## src/rtl/shift_sub_divider_pkg.sv

```systemverilog
// rtl/shift_sub_divider_pkg.sv - shared widths, state encoding and divide-by-zero constants
package shift_sub_divider_pkg;

    localparam int NW    = 8;
    localparam int DW    = 4;
    localparam int CNT_W = 3;

    // counter load value: one step per dividend bit, last step taken at zero
    localparam logic [CNT_W-1:0] CNT_INIT = CNT_W'(NW - 1);

    // quotient reported for a zero divisor (all ones, what the algorithm yields anyway)
    localparam logic [NW-1:0] Q_DIVZ = 8'hFF;

    typedef enum logic {
        IDLE = 1'b0,
        RUN  = 1'b1
    } state_t;

endpackage

```

## src/rtl/shift_sub_divider_div_step.sv

```systemverilog
// rtl/shift_sub_divider_div_step.sv - one combinational restoring-division step
module div_step
    import shift_sub_divider_pkg::*;
(
    input  logic [DW:0]   rem,
    input  logic          din,
    input  logic [DW-1:0] d,
    output logic [DW:0]   rem_nxt,
    output logic          qbit
);

    logic [DW+1:0] rem_sh;

    // shift the next dividend bit in; compare/subtract against the zero-extended divisor
    always_comb begin
        rem_sh  = {rem, din};
        qbit    = (rem_sh >= {2'b00, d});
        rem_nxt = qbit ? (rem_sh[DW:0] - {1'b0, d}) : rem_sh[DW:0];
    end

endmodule

```

## src/rtl/shift_sub_divider.sv

```systemverilog
// rtl/shift_sub_divider.sv - 8/4-bit shift-subtract divider; DIVZ_DETECT_EN enables divide-by-zero shortcut
module shift_sub_divider
    import shift_sub_divider_pkg::*;
(
    input  logic          CK,
    input  logic          RN,
    input  logic          START,
    input  logic [NW-1:0] N,
    input  logic [DW-1:0] D,
    output logic [NW-1:0] Q,
    output logic [DW-1:0] R,
    output logic          READY,
    output logic          DIVZ
);

    state_t           state;
    state_t           state_nxt;
    logic [CNT_W-1:0] cnt;
    logic [DW:0]      rem;
    logic [NW-1:0]    dvd;
    logic [NW-1:0]    qacc;
    logic [DW-1:0]    dreg;
    logic             divz_pend;
    logic [DW:0]      rem_nxt;
    logic             qbit;
    logic             d_zero;

`ifdef DIVZ_DETECT_EN
    assign d_zero = (D == '0);
`else
    assign d_zero = 1'b0;
`endif

    assign READY = (state == IDLE);

    div_step u_step (
        .rem     (rem),
        .din     (dvd[NW-1]),
        .d       (dreg),
        .rem_nxt (rem_nxt),
        .qbit    (qbit)
    );

    // state register
    always_ff @(posedge CK or negedge RN) begin
        if (!RN) state <= IDLE;
        else     state <= state_nxt;
    end

    // next state: START only looked at in IDLE; last step (or zero-divisor shortcut) returns to IDLE
    always_comb begin
        state_nxt = state;
        case (state)
            IDLE:    if (START) state_nxt = RUN;
            RUN:     if (divz_pend || (cnt == '0)) state_nxt = IDLE;
            default: state_nxt = IDLE;
        endcase
    end

    // datapath: capture in IDLE, one restoring step per RUN edge, publish results only on completion
    always_ff @(posedge CK or negedge RN) begin
        if (!RN) begin
            cnt       <= '0;
            rem       <= '0;
            dvd       <= '0;
            qacc      <= '0;
            dreg      <= '0;
            divz_pend <= 1'b0;
            Q         <= '0;
            R         <= '0;
            DIVZ      <= 1'b0;
        end else if (state == IDLE) begin
            if (START) begin
                dvd       <= N;
                dreg      <= D;
                rem       <= '0;
                qacc      <= '0;
                cnt       <= d_zero ? '0 : CNT_INIT;
                divz_pend <= d_zero;
            end
        end else if (divz_pend) begin
            divz_pend <= 1'b0;
            Q         <= Q_DIVZ;
            R         <= dvd[DW-1:0];
            DIVZ      <= 1'b1;
        end else begin
            rem  <= rem_nxt;
            dvd  <= {dvd[NW-2:0], 1'b0};
            qacc <= {qacc[NW-2:0], qbit};
            if (cnt != '0) begin
                cnt <= cnt - 1'b1;
            end else begin
                Q    <= {qacc[NW-2:0], qbit};
                R    <= rem_nxt[DW-1:0];
                DIVZ <= 1'b0;
            end
        end
    end

endmodule

```

## config.mk

```make
export PLATFORM = sky130hd
export DESIGN_NAME = shift_sub_divider
export DESIGN_NICKNAME = d
export VERILOG_FILES = /design/src/rtl/shift_sub_divider_pkg.sv /design/src/rtl/shift_sub_divider_div_step.sv /design/src/rtl/shift_sub_divider.sv
export SDC_FILE = /design/constraint.sdc
export NUM_CORES = 1
export LEC_CHECK = 0
export CAP_MARGIN = 20
export CORE_UTILIZATION = 55
export CTS_CLUSTER_SIZE = 20
export DETAILED_ROUTE_END_ITERATION = 6
export GPL_TIMING_DRIVEN = 0
export PLACE_DENSITY = 0.81
export SYNTH_ARGS = -nofsm -noshare
export SYNTH_HDL_FRONTEND = slang
export SYNTH_HIERARCHICAL = 1
export SYNTH_SLANG_ARGS = --single-unit
```

## constraint.sdc

```tcl
create_clock -name CK -period 7.6 [get_ports CK]
set_clock_uncertainty 0.1 [all_clocks]
set_input_delay 0.76 -clock CK [delete_from_list [all_inputs] [get_ports CK]]
set_output_delay 0.76 -clock CK [all_outputs]
set_load 0.05 [all_outputs]
```

==> metrics.txt, run 1 <==
met3 wire length 108 microns; sequential share of the synthesized area 54.2%; top sig layer met4; Final GP Congestion 0.867; status completed; # H-tree levels 2; Min-Delay Path Class reg2reg; HPWL Detailed 2490 microns; layout cells sized above 1 18.4%; vias in the first global route 1285; Mapped Avg Cell Area 11.8 sq um; drt first pass iters 4; CTS Sinks 40; initial antenna violation count 0; max_cap viols 0; CTS Buf Count 5; GR Util All Layers 22.1%; port buffer count 26; # hold bufs at CTS 0; Final Cycle Share 36.1%; Clk Latency, worst-skew pair 350 ps; Final setup viols 0; # rows 20; Die H 59.9 microns; core area 0.00313 sq mm; post-cts resize count 0; routed wl met2 1690 microns; syn_nets 178; CTS tree yes; Crit. End Element primary output; # IOs 29; total length of routed wires 3330 microns; Routed Antenna Nets 0; commonest non-fill, non-tap cells in the layout 40 x dfrtp_1, 25 x clkdlybuf4s50_1, 21 x nand2_1; Die W 59.9 microns; first-pass GRT wire length 5660 microns; highest clock rate 364 MHz; Synth warnings 6; global route overflow 0; post-synthesis cell count 156; drt via density 5.46; RSZ-0062 raised after global routing false; async set or reset register ratio after synthesis 100%; Unique masters post-synth 29; Die ar. 0.00359 sq mm; crit path DAT 1890 ps; Post-Route M1 WL 1480 microns; Final Util 72.0%; Most used DFF post-synth dfrtp_1; # Post-CTS Setup Buffers 0; Root Buffer clkbuf_4; number of antenna repair diodes 0; kind of critical path reg2out; average wire per cell in the routed design 14.2 microns; Syn Std Cell Area 0.00185 sq mm; CP startpoint kind flip-flop; Starting Density 59.0%; setup TNS 0 ps; DRC 0; Final Max Slew Viols 0; largest net degree at the start of global routing 41; Cell Pwr Density 500 mW/mm^2; Pleak 0.00106 uW; worst slew pin tran 860 ps; Tmin final 2750 ps; Crit Path Max Fanout 7; relative slew slack 42.7%; area grow syn2layout 22.0%; Power, Total 1130 uW; synthesized flop and latch total 40; via count 1278; commonest non-fill, non-tap cell in the layout dfrtp_1; clk buf depth 2; VDD IR max 0.220 mV; clock transition at the registers of the reported paths 110 ps; number of synthesized flops with an enable pin 0; First DRT Iteration DRCs 57; Final Hold Fails 0; Critical Path RT 6740 ps; final layout net count 211
==> per-layer routing <==
layer  track usage [%]  up-vias
li1                  -      602
met1              28.6      635
met2              35.9       34
met3              3.90        7
met4              11.0        0
met5                 0        -
==> state kept, by name, indices dropped and copies added (netlist names) <==
| register | count |
|---|---|
| Q | 8 |
| dvd | 8 |
| qacc | 7 |
| rem | 5 |
| R | 4 |
| dreg | 4 |
| cnt | 3 |
| state | 1 |
==> area by class of cell <==
class	count	area (sq um)
inverter	13	48.8
buffer	7	42.5
fill	241	876
timing repair buffer	26	255
clock inverter	1	30.0
clock buffer	7	65.1
multi-input combinational	96	754
sequential	40	1000
tap	44	55.1
==> power by group <==
group	switching (uW)	internal [uW]	leakage, uW
logic	330	267	0.000520
registers	62.6	313	0.000488
clock network	67.0	87.4	0.0000515
==> metrics by stage <==
| step | std cells | setup slack [ps] | hold slack, ps | cell area, sq um |
|---|---|---|---|---|
| finish | 234 | 4850 | 399 | 2250 |
| detailed placement | 226 | 4890 | 382 | 2160 |
| global placement | 226 | 4810 | 367 | 2160 |
| global route | 234 | 4740 | 432 | 2250 |
| CTS | 234 | 4860 | 408 | 2250 |
| floorplan | 156 | 5070 | 349 | 1850 |
==> final timing paths <==
check | start | to | slack, ps | depth (start not counted)
max | state$_DFF_PN0_ | READY | 4850 | 2
min | dvd[5]$_DFFE_PN0P_ | dvd[6]$_DFFE_PN0P_ | 400 | 2
max reg2reg | dvd[7]$_DFFE_PN0P_ | R[1]$_DFFE_PN0P_ | 4870 | 8
min reg2reg | dvd[5]$_DFFE_PN0P_ | dvd[6]$_DFFE_PN0P_ | 400 | 2
max in group asynchronous | RN | dreg[1]$_DFFE_PN0P_ | 6440 | 1
min in group asynchronous | RN | Q[1]$_DFFE_PN0P_ | 410 | 1
==> logic make-up (layout without fill, tap and decap cells) <==
group / after synthesis / after routing / share of synthesized area [%]
other: 1 / 1 / 0.203
xor gates and xnor gates: 2 / 2 / 0.949
and+or+nand+nor: 27 / 27 / 6.23
adders and majority gates: 7 / 7 / 5.15
buffers and inverters: 20 / 54 / 4.95
AOI/OAI and AO/OA: 32 / 32 / 12.3
DFF: 40 / 40 / 54.2
muxes: 27 / 27 / 16.0
==> synth_stat cells (all sizes together) (2+ instances only) <==
cell | n | area, sq um
dfrtp | 40 | 1000
buf | 6 | 38.8
o21ai | 16 | 80.1
a21oi | 2 | 10.0
ha | 6 | 75.1
a22o | 7 | 61.3
nor2 | 3 | 11.3
inv | 13 | 48.8
mux2i | 10 | 100
nand2 | 21 | 78.8
mux2 | 17 | 195
a21o | 2 | 16.3
==> worst max-delay path: stages, from the launching register on <==
cell             delay (ps)
dfrtp_1                 460
inv_1                   230
clkdlybuf4s50_1         850
Note: power is estimated with default switching activity, not from simulation.
==> run 2: changes to the inputs <==
--- a/config.mk
+++ b/config.mk
@@ -6,11 +6,11 @@
 export NUM_CORES = 1
 export LEC_CHECK = 0
 export CAP_MARGIN = 20
-export CORE_UTILIZATION = 55
+export CORE_UTILIZATION = 47
 export CTS_CLUSTER_SIZE = 20
 export DETAILED_ROUTE_END_ITERATION = 6
 export GPL_TIMING_DRIVEN = 0
-export PLACE_DENSITY = 0.81
+export PLACE_DENSITY = 0.74
 export SYNTH_ARGS = -nofsm -noshare
 export SYNTH_HDL_FRONTEND = slang
 export SYNTH_HIERARCHICAL = 1
==> constraint.sdc (replaced) <==
create_clock -name CK -period 2.3 [get_ports CK]
set_clock_uncertainty 0.1 [all_clocks]
set_input_delay 0.23 -clock CK [delete_from_list [all_inputs] [get_ports CK]]
set_output_delay 0.23 -clock CK [all_outputs]
set_load 0.05 [all_outputs]
==> run 2 against run 1 <==
Compared with the run above: the run now ends with negative setup slack left; clock power grew to 3.8 times the previous value; register-to-register slack worse by 5100 ps; global-route usage is 2.2 points lower; largest power group unchanged; total power grew to 3.7 times the previous value; first-iteration DRC count decreased by 18%; critical path depth increased by 7; final cell count is 6.4% higher; sequential share of layout area decreased by 2.6 points; worst setup slack got worse by 5100 ps; largest cell class unchanged; clock-buffer cell count shrank 2.
==> metrics.txt, run 2 (synthesis results as in run 1) <==
Setup WS pre-CTS -299 ps (was 4890 ps); kind of critical path reg2reg (was reg2out); RSZ-0062 raised after global routing true (was false); number of antenna repair diodes 0 (unchanged); setup TNS -1100 ps (was 0 ps); CTS Buf Count 5 (unchanged); largest registers Q x8, dvd x8, qacc x7 (unchanged); Crit. End Element flip-flop (was primary output); filler cell count 304 (was 241); average wire per cell in the routed design 14.8 microns (was 14.2 microns); Tmin final 2510 ps; initial antenna violation count 0 (unchanged); final layout net count 222 (was 211); drt first pass iters 4 (unchanged); Crit. Startpoint dvd[7]$_DFFE_PN0P_ (was state$_DFF_PN0_); Final WS setup -208 ps (was 4850 ps); reg2reg setup slack -210 ps (was 4870 ps); Root Buffer clkbuf_8 (was clkbuf_4); max_cap viols 0 (unchanged); DRC 0 (unchanged); area grow syn2layout 29.6% (was 22.0%); reg-to-reg endpoint R[1]$_DFFE_PN0P_ (unchanged); vias in the first global route 1359 (was 1285); highest clock rate 399 MHz; largest net degree at the start of global routing 41 (unchanged); # rows 22 (was 20); Min-Delay Path Class in2reg (was reg2reg); commonest non-fill, non-tap cell in the layout dfrtp_1 (unchanged); Die W 64.7 microns (was 59.9 microns); status finished, violations left (was completed); Die ar. 0.00418 sq mm (was 0.00359 sq mm); HPWL Detailed 2500 microns (was 2490 microns); Final setup viols 10 (was 0); CTS tree yes (unchanged); global route overflow 0 (unchanged); grt peak-use layer met2 (unchanged); Final GP Congestion 0.859 (was 0.867); # IOs 29 (unchanged); r2r startpoint dvd[7]$_DFFE_PN0P_ (unchanged); relative slew slack 41.4% (was 42.7%); Crit Path Max Fanout 3 (was 7); first-pass GRT wire length 6120 microns (was 5660 microns); R2R cell count 9 (was 8); core area 0.00372 sq mm (was 0.00313 sq mm); GR Util All Layers 19.9% (was 22.1%); CTS Sinks 40 (unchanged); Starting Density 49.7% (was 59.0%); via count 1319 (was 1278); CP startpoint kind flip-flop (unchanged); First DRT Iteration DRCs 47 (was 57); clock transition at the registers of the reported paths 80 ps (was 110 ps); Critical Path RT 2380 ps (was 6740 ps); Routed Antenna Nets 0 (unchanged); Clk Latency, worst-skew pair 300 ps (was 350 ps); Cell Pwr Density 1740 mW/mm^2 (was 500 mW/mm^2); Die H 64.7 microns (was 59.9 microns); clk buf depth 2 (unchanged); # H-tree levels 2 (unchanged); Final Cycle Share 109%; VDD IR max 0.680 mV (was 0.220 mV); footprint of the multi-input gates 785 sq um (was 754 sq um); commonest non-fill, non-tap cells in the layout 40 x dfrtp_1, 25 x clkdlybuf4s50_1, 21 x nand2_1 (unchanged); met1 Resource Use GR 22.3% (was 28.6%); crit path DAT 2590 ps (was 1890 ps); Worst setup endpoint R[1]$_DFFE_PN0P_ (was READY); Pleak 0.00113 uW (was 0.00106 uW); port buffer count 26 (unchanged); failing checks negative setup slack; worst slew pin tran 879 ps (was 860 ps); Final Hold Fails 0 (unchanged); GR Util met2 34.6% (was 35.9%); total length of routed wires 3680 microns (was 3330 microns); drt via density 5.30 (was 5.46); met3 Usage GRT 6.34% (was 3.90%); sequential cell area 0.00100 sq mm (unchanged); layout cells sized above 1 25.4% (was 18.4%); Final Max Slew Viols 0 (unchanged)
run 2: cell count changes in the layout (fill, tap and decap cells not counted), moves of 2 or more:
cell,before,now
clkbuf_4,5,0
mux2_2,16,14
clkbuf_8,2,5
o21ai_0,16,13
buf_4,1,11
clkinv_4,0,2
o21ai_2,0,3
mux2_4,1,3
run 2: layout make-up:
cell class | instances | share of cell area, %
multi-input combinational | 96 | 32.8
timing repair buffer | 37 | 14.2
inverter | 13 | 2.04
sequential | 40 | 41.8
tap | 48 | 2.51
clock inverter | 3 | 1.99
buffer | 7 | 1.78
clock buffer | 5 | 2.88
run 2: stage by stage:
stage	std cells	hold WS (ps)	total power, uW	cell area, sq um	util, %
3_5_place_dp	230	301	3220	2160	58.2
5_1_grt	249	319	4430	2390	64.4
4_1_cts	246	290	4040	2360	63.5
2_1_floorplan	156	-166	2700	1850	-
6_report	249	283	4150	2390	64.4
3_3_place_gp	230	365	3130	2170	58.4
run 2: how the worst min path moves through the flow:
stage / from / to / slack [ps] / cells after the start
final: START / dvd[3]$_DFFE_PN0P_ / 280 / 3
after floorplan: RN / Q[0]$_DFFE_PN0P_ / -170 / 0
after CTS: START / dvd[3]$_DFFE_PN0P_ / 290 / 3
after detailed placement: RN / Q[0]$_DFFE_PN0P_ / 300 / 1
after global routing: START / dvd[1]$_DFFE_PN0P_ / 320 / 3
after global placement: dvd[5]$_DFFE_PN0P_ / dvd[6]$_DFFE_PN0P_ / 360 / 2
run 2: what timing repair did:
| action | 4_1_cts | 5_1_grt |
|---|---|---|
| hold buffers | 1 | 0 |
| pin swaps | 2 | 5 |
| resized for setup | 8 | 3 |
| endpoints found under the hold margin | 40 | 0 |
| setup endpoints to repair | 9 | 10 |
| buffers inserted | 7 | 3 |
run 2: where the power goes:
group	total, uW	leakage (uW)	internal, uW	switching (uW)
Sequential	1240	0.000488	1040	208
Clock	583	0.0000583	327	256
Combinational	2330	0.000585	1130	1200
Total	4150	0.00113	2490	1660
run 2: worst max-delay path, stage by stage (launching register included):
cell,delay (ps)
dfrtp_1,400
inv_1,70
ha_2,160
inv_2,40
fa_2,370
a21o_4,240
a2111oi_4,270
buf_4,170
mux2_4,300
mux2_4,270
run 2: per-layer routing:
layer	routed length, microns	part of all wire, %
met3	172	4.7
met2	1960	53
met1	1490	41
met4	48	1.3
met5	0	0
==> run 3: changes to the inputs <==
--- a/config.mk
+++ b/config.mk
@@ -6,11 +6,12 @@
 export NUM_CORES = 1
 export LEC_CHECK = 0
 export CAP_MARGIN = 20
-export CORE_UTILIZATION = 47
+export CORE_UTILIZATION = 50
+export CTS_BUF_LIST = sky130_fd_sc_hd__clkbuf_4
 export CTS_CLUSTER_SIZE = 20
 export DETAILED_ROUTE_END_ITERATION = 6
 export GPL_TIMING_DRIVEN = 0
-export PLACE_DENSITY = 0.74
+export PLACE_DENSITY = 0.78
 export SYNTH_ARGS = -nofsm -noshare
 export SYNTH_HDL_FRONTEND = slang
 export SYNTH_HIERARCHICAL = 1
==> run 3 against run 2 <==
Compared with the run above: the flow still finishes with violations (negative setup slack); largest power group unchanged; core utilization is 2.3 points higher; sequential power hardly changed; critical path type unchanged; critical path depth stayed put; via count is 0.91% higher; wire length is 5.9% lower; critical endpoint unchanged; largest cell class unchanged; die area is 5.8% lower; final cell count is 2.0% lower; total power is 9.1% lower.
==> metrics.txt, run 3 (synthesis results as in run 1) <==
clk buf depth 2 (unchanged); Final setup viols 10 (unchanged); drt via density 5.45 (was 5.30); GR Util All Layers 19.8% (was 19.9%); Setup WS pre-CTS -271 ps (was -299 ps); CTS tree yes (unchanged); Crit Path Max Fanout 4 (was 3); Die H 62.8 microns (was 64.7 microns); Die ar. 0.00394 sq mm (was 0.00418 sq mm); placed cell count 228 (was 230); VDD IR max 0.632 mV (was 0.680 mV); Starting Density 53.7% (was 49.7%); worst hold slack 217 ps (was 283 ps); First DRT Iteration DRCs 58 (was 47); Final Util 66.7% (was 64.4%); HPWL Detailed 2440 microns (was 2500 microns); worst hold path cell count 3 (unchanged); max_cap viols 0 (unchanged); Hold Path Origin START (unchanged); failing checks negative setup slack (unchanged); filler cell count 279 (was 304); Min-Delay Path Class in2reg (unchanged); global route overflow 0 (unchanged); relative slew slack 42.5% (was 41.4%); Routed Antenna Nets 0 (unchanged); commonest non-fill, non-tap cells in the layout 40 x dfrtp_1, 25 x clkdlybuf4s50_1, 21 x nand2_1 (unchanged); Root Buffer clkbuf_4 (was clkbuf_8); reg2reg setup slack -250 ps (was -210 ps); RSZ-0062 raised after global routing true (unchanged); layout cells sized above 1 22.7% (was 25.4%); footprint of the multi-input gates 773 sq um (was 785 sq um); total length of routed wires 3460 microns (was 3680 microns); CTS Sinks 40 (unchanged); Final Max Slew Viols 0 (unchanged); drt first pass iters 4 (unchanged); vias in the first global route 1322 (was 1359); kind of critical path reg2reg (unchanged); setup TNS -1490 ps (was -1100 ps); status finished, violations left (unchanged); final layout net count 219 (was 222); first-pass GRT wire length 5950 microns (was 6120 microns); port buffer count 26 (unchanged); commonest non-fill, non-tap cell in the layout dfrtp_1 (unchanged); R2R cell count 9 (unchanged); largest net degree at the start of global routing 41 (unchanged); core area 0.00344 sq mm (was 0.00372 sq mm); Clk Latency, worst-skew pair 340 ps (was 300 ps); worst slew pin tran 862 ps (was 879 ps); Pleak 0.00108 uW (was 0.00113 uW); Final GP Congestion 0.830 (was 0.859); area grow syn2layout 24.3% (was 29.6%); Final WS setup -251 ps (was -208 ps); Final Cycle Share 111% (was 109%); reg-to-reg endpoint R[1]$_DFFE_PN0P_ (unchanged); Crit. End Element flip-flop (unchanged); sequential cell area 0.00100 sq mm (unchanged); CP startpoint kind flip-flop (unchanged); # H-tree levels 2 (unchanged); final cell count without fillers 244 (was 249); Final Hold Fails 0 (unchanged); Critical Path RT 2430 ps (was 2380 ps); Hold Path End dvd[4]$_DFFE_PN0P_ (was dvd[3]$_DFFE_PN0P_); r2r startpoint dvd[7]$_DFFE_PN0P_ (unchanged); highest clock rate 392 MHz (was 399 MHz); number of antenna repair diodes 0 (unchanged); average wire per cell in the routed design 14.2 microns (was 14.8 microns); clock transition at the registers of the reported paths 120 ps (was 80 ps); Die W 62.8 microns (was 64.7 microns); # rows 21 (was 22); DRC 0 (unchanged); largest registers Q x8, dvd x8, qacc x7 (unchanged); Cell Pwr Density 1640 mW/mm^2 (was 1740 mW/mm^2); # IOs 29 (unchanged); Tmin final 2550 ps (was 2510 ps); initial antenna violation count 0 (unchanged); crit path DAT 2690 ps (was 2590 ps); via count 1331 (was 1319); CTS Buf Count 5 (unchanged)
-- run 3: routing by layer --
layer / up-vias / wire length [microns] / track usage, %
met5: - / 0 / 0
met4: 0 / 77 / 9.30
met3: 10 / 184 / 4.93
met2: 42 / 1660 / 32.3
met1: 653 / 1540 / 24.6
li1: 626 / - / -
-- run 3: per-stage QoR --
stage | total power (uW) | cell area [sq um]
finish | 3780 | 2300
global route | 4040 | 2300
CTS | 3700 | 2270
detailed placement | 3220 | 2160
global placement | 3120 | 2170
floorplan | 2700 | 1850
-- run 3: worst max path at each step --
stage / from / to / slack (ps) / depth (start not counted)
floorplan: dvd[7]$_DFFE_PN0P_ / R[1]$_DFFE_PN0P_ / -100 / 8
global placement: dvd[7]$_DFFE_PN0P_ / R[1]$_DFFE_PN0P_ / -240 / 8
detailed placement: dvd[7]$_DFFE_PN0P_ / R[1]$_DFFE_PN0P_ / -270 / 8
CTS: dvd[7]$_DFFE_PN0P_ / R[1]$_DFFE_PN0P_ / -190 / 9
global route: dvd[7]$_DFFE_PN0P_ / R[1]$_DFFE_PN0P_ / -320 / 9
finish: dvd[7]$_DFFE_PN0P_ / R[1]$_DFFE_PN0P_ / -250 / 9
-- run 3: power breakdown --
| group | switching, uW | internal [uW] |
|---|---|---|
| registers | 210 | 1030 |
| clock network | 219 | 112 |
| logic | 1160 | 1050 |
| total | 1580 | 2190 |
-- run 3: worst max-delay path: stages, from the launching register on --
cell,delay [ps]
dfrtp_1,420
inv_1,70
ha_2,180
inv_2,50
fa_2,360
a21o_4,240
a2111oi_4,280
buf_4,190
mux2_4,300
mux2_2,250
-- run 3: area by class of cell --
type | count | share of cell area [%]
tap | 46 | 2.51
clock buffer | 5 | 1.63
clock inverter | 3 | 0.599
inverter | 13 | 2.13
sequential | 40 | 43.6
timing repair buffer | 34 | 14.0
multi-input combinational | 96 | 33.7
buffer | 7 | 1.85
-- run 3: what timing repair did --
item,CTS,global route
hold buffers,1,0
hold endpoints to repair,40,0
pin swaps,1,4
buffers inserted,5,2
endpoints found under the setup margin,9,10
cloned,0,0
resized for setup,5,4
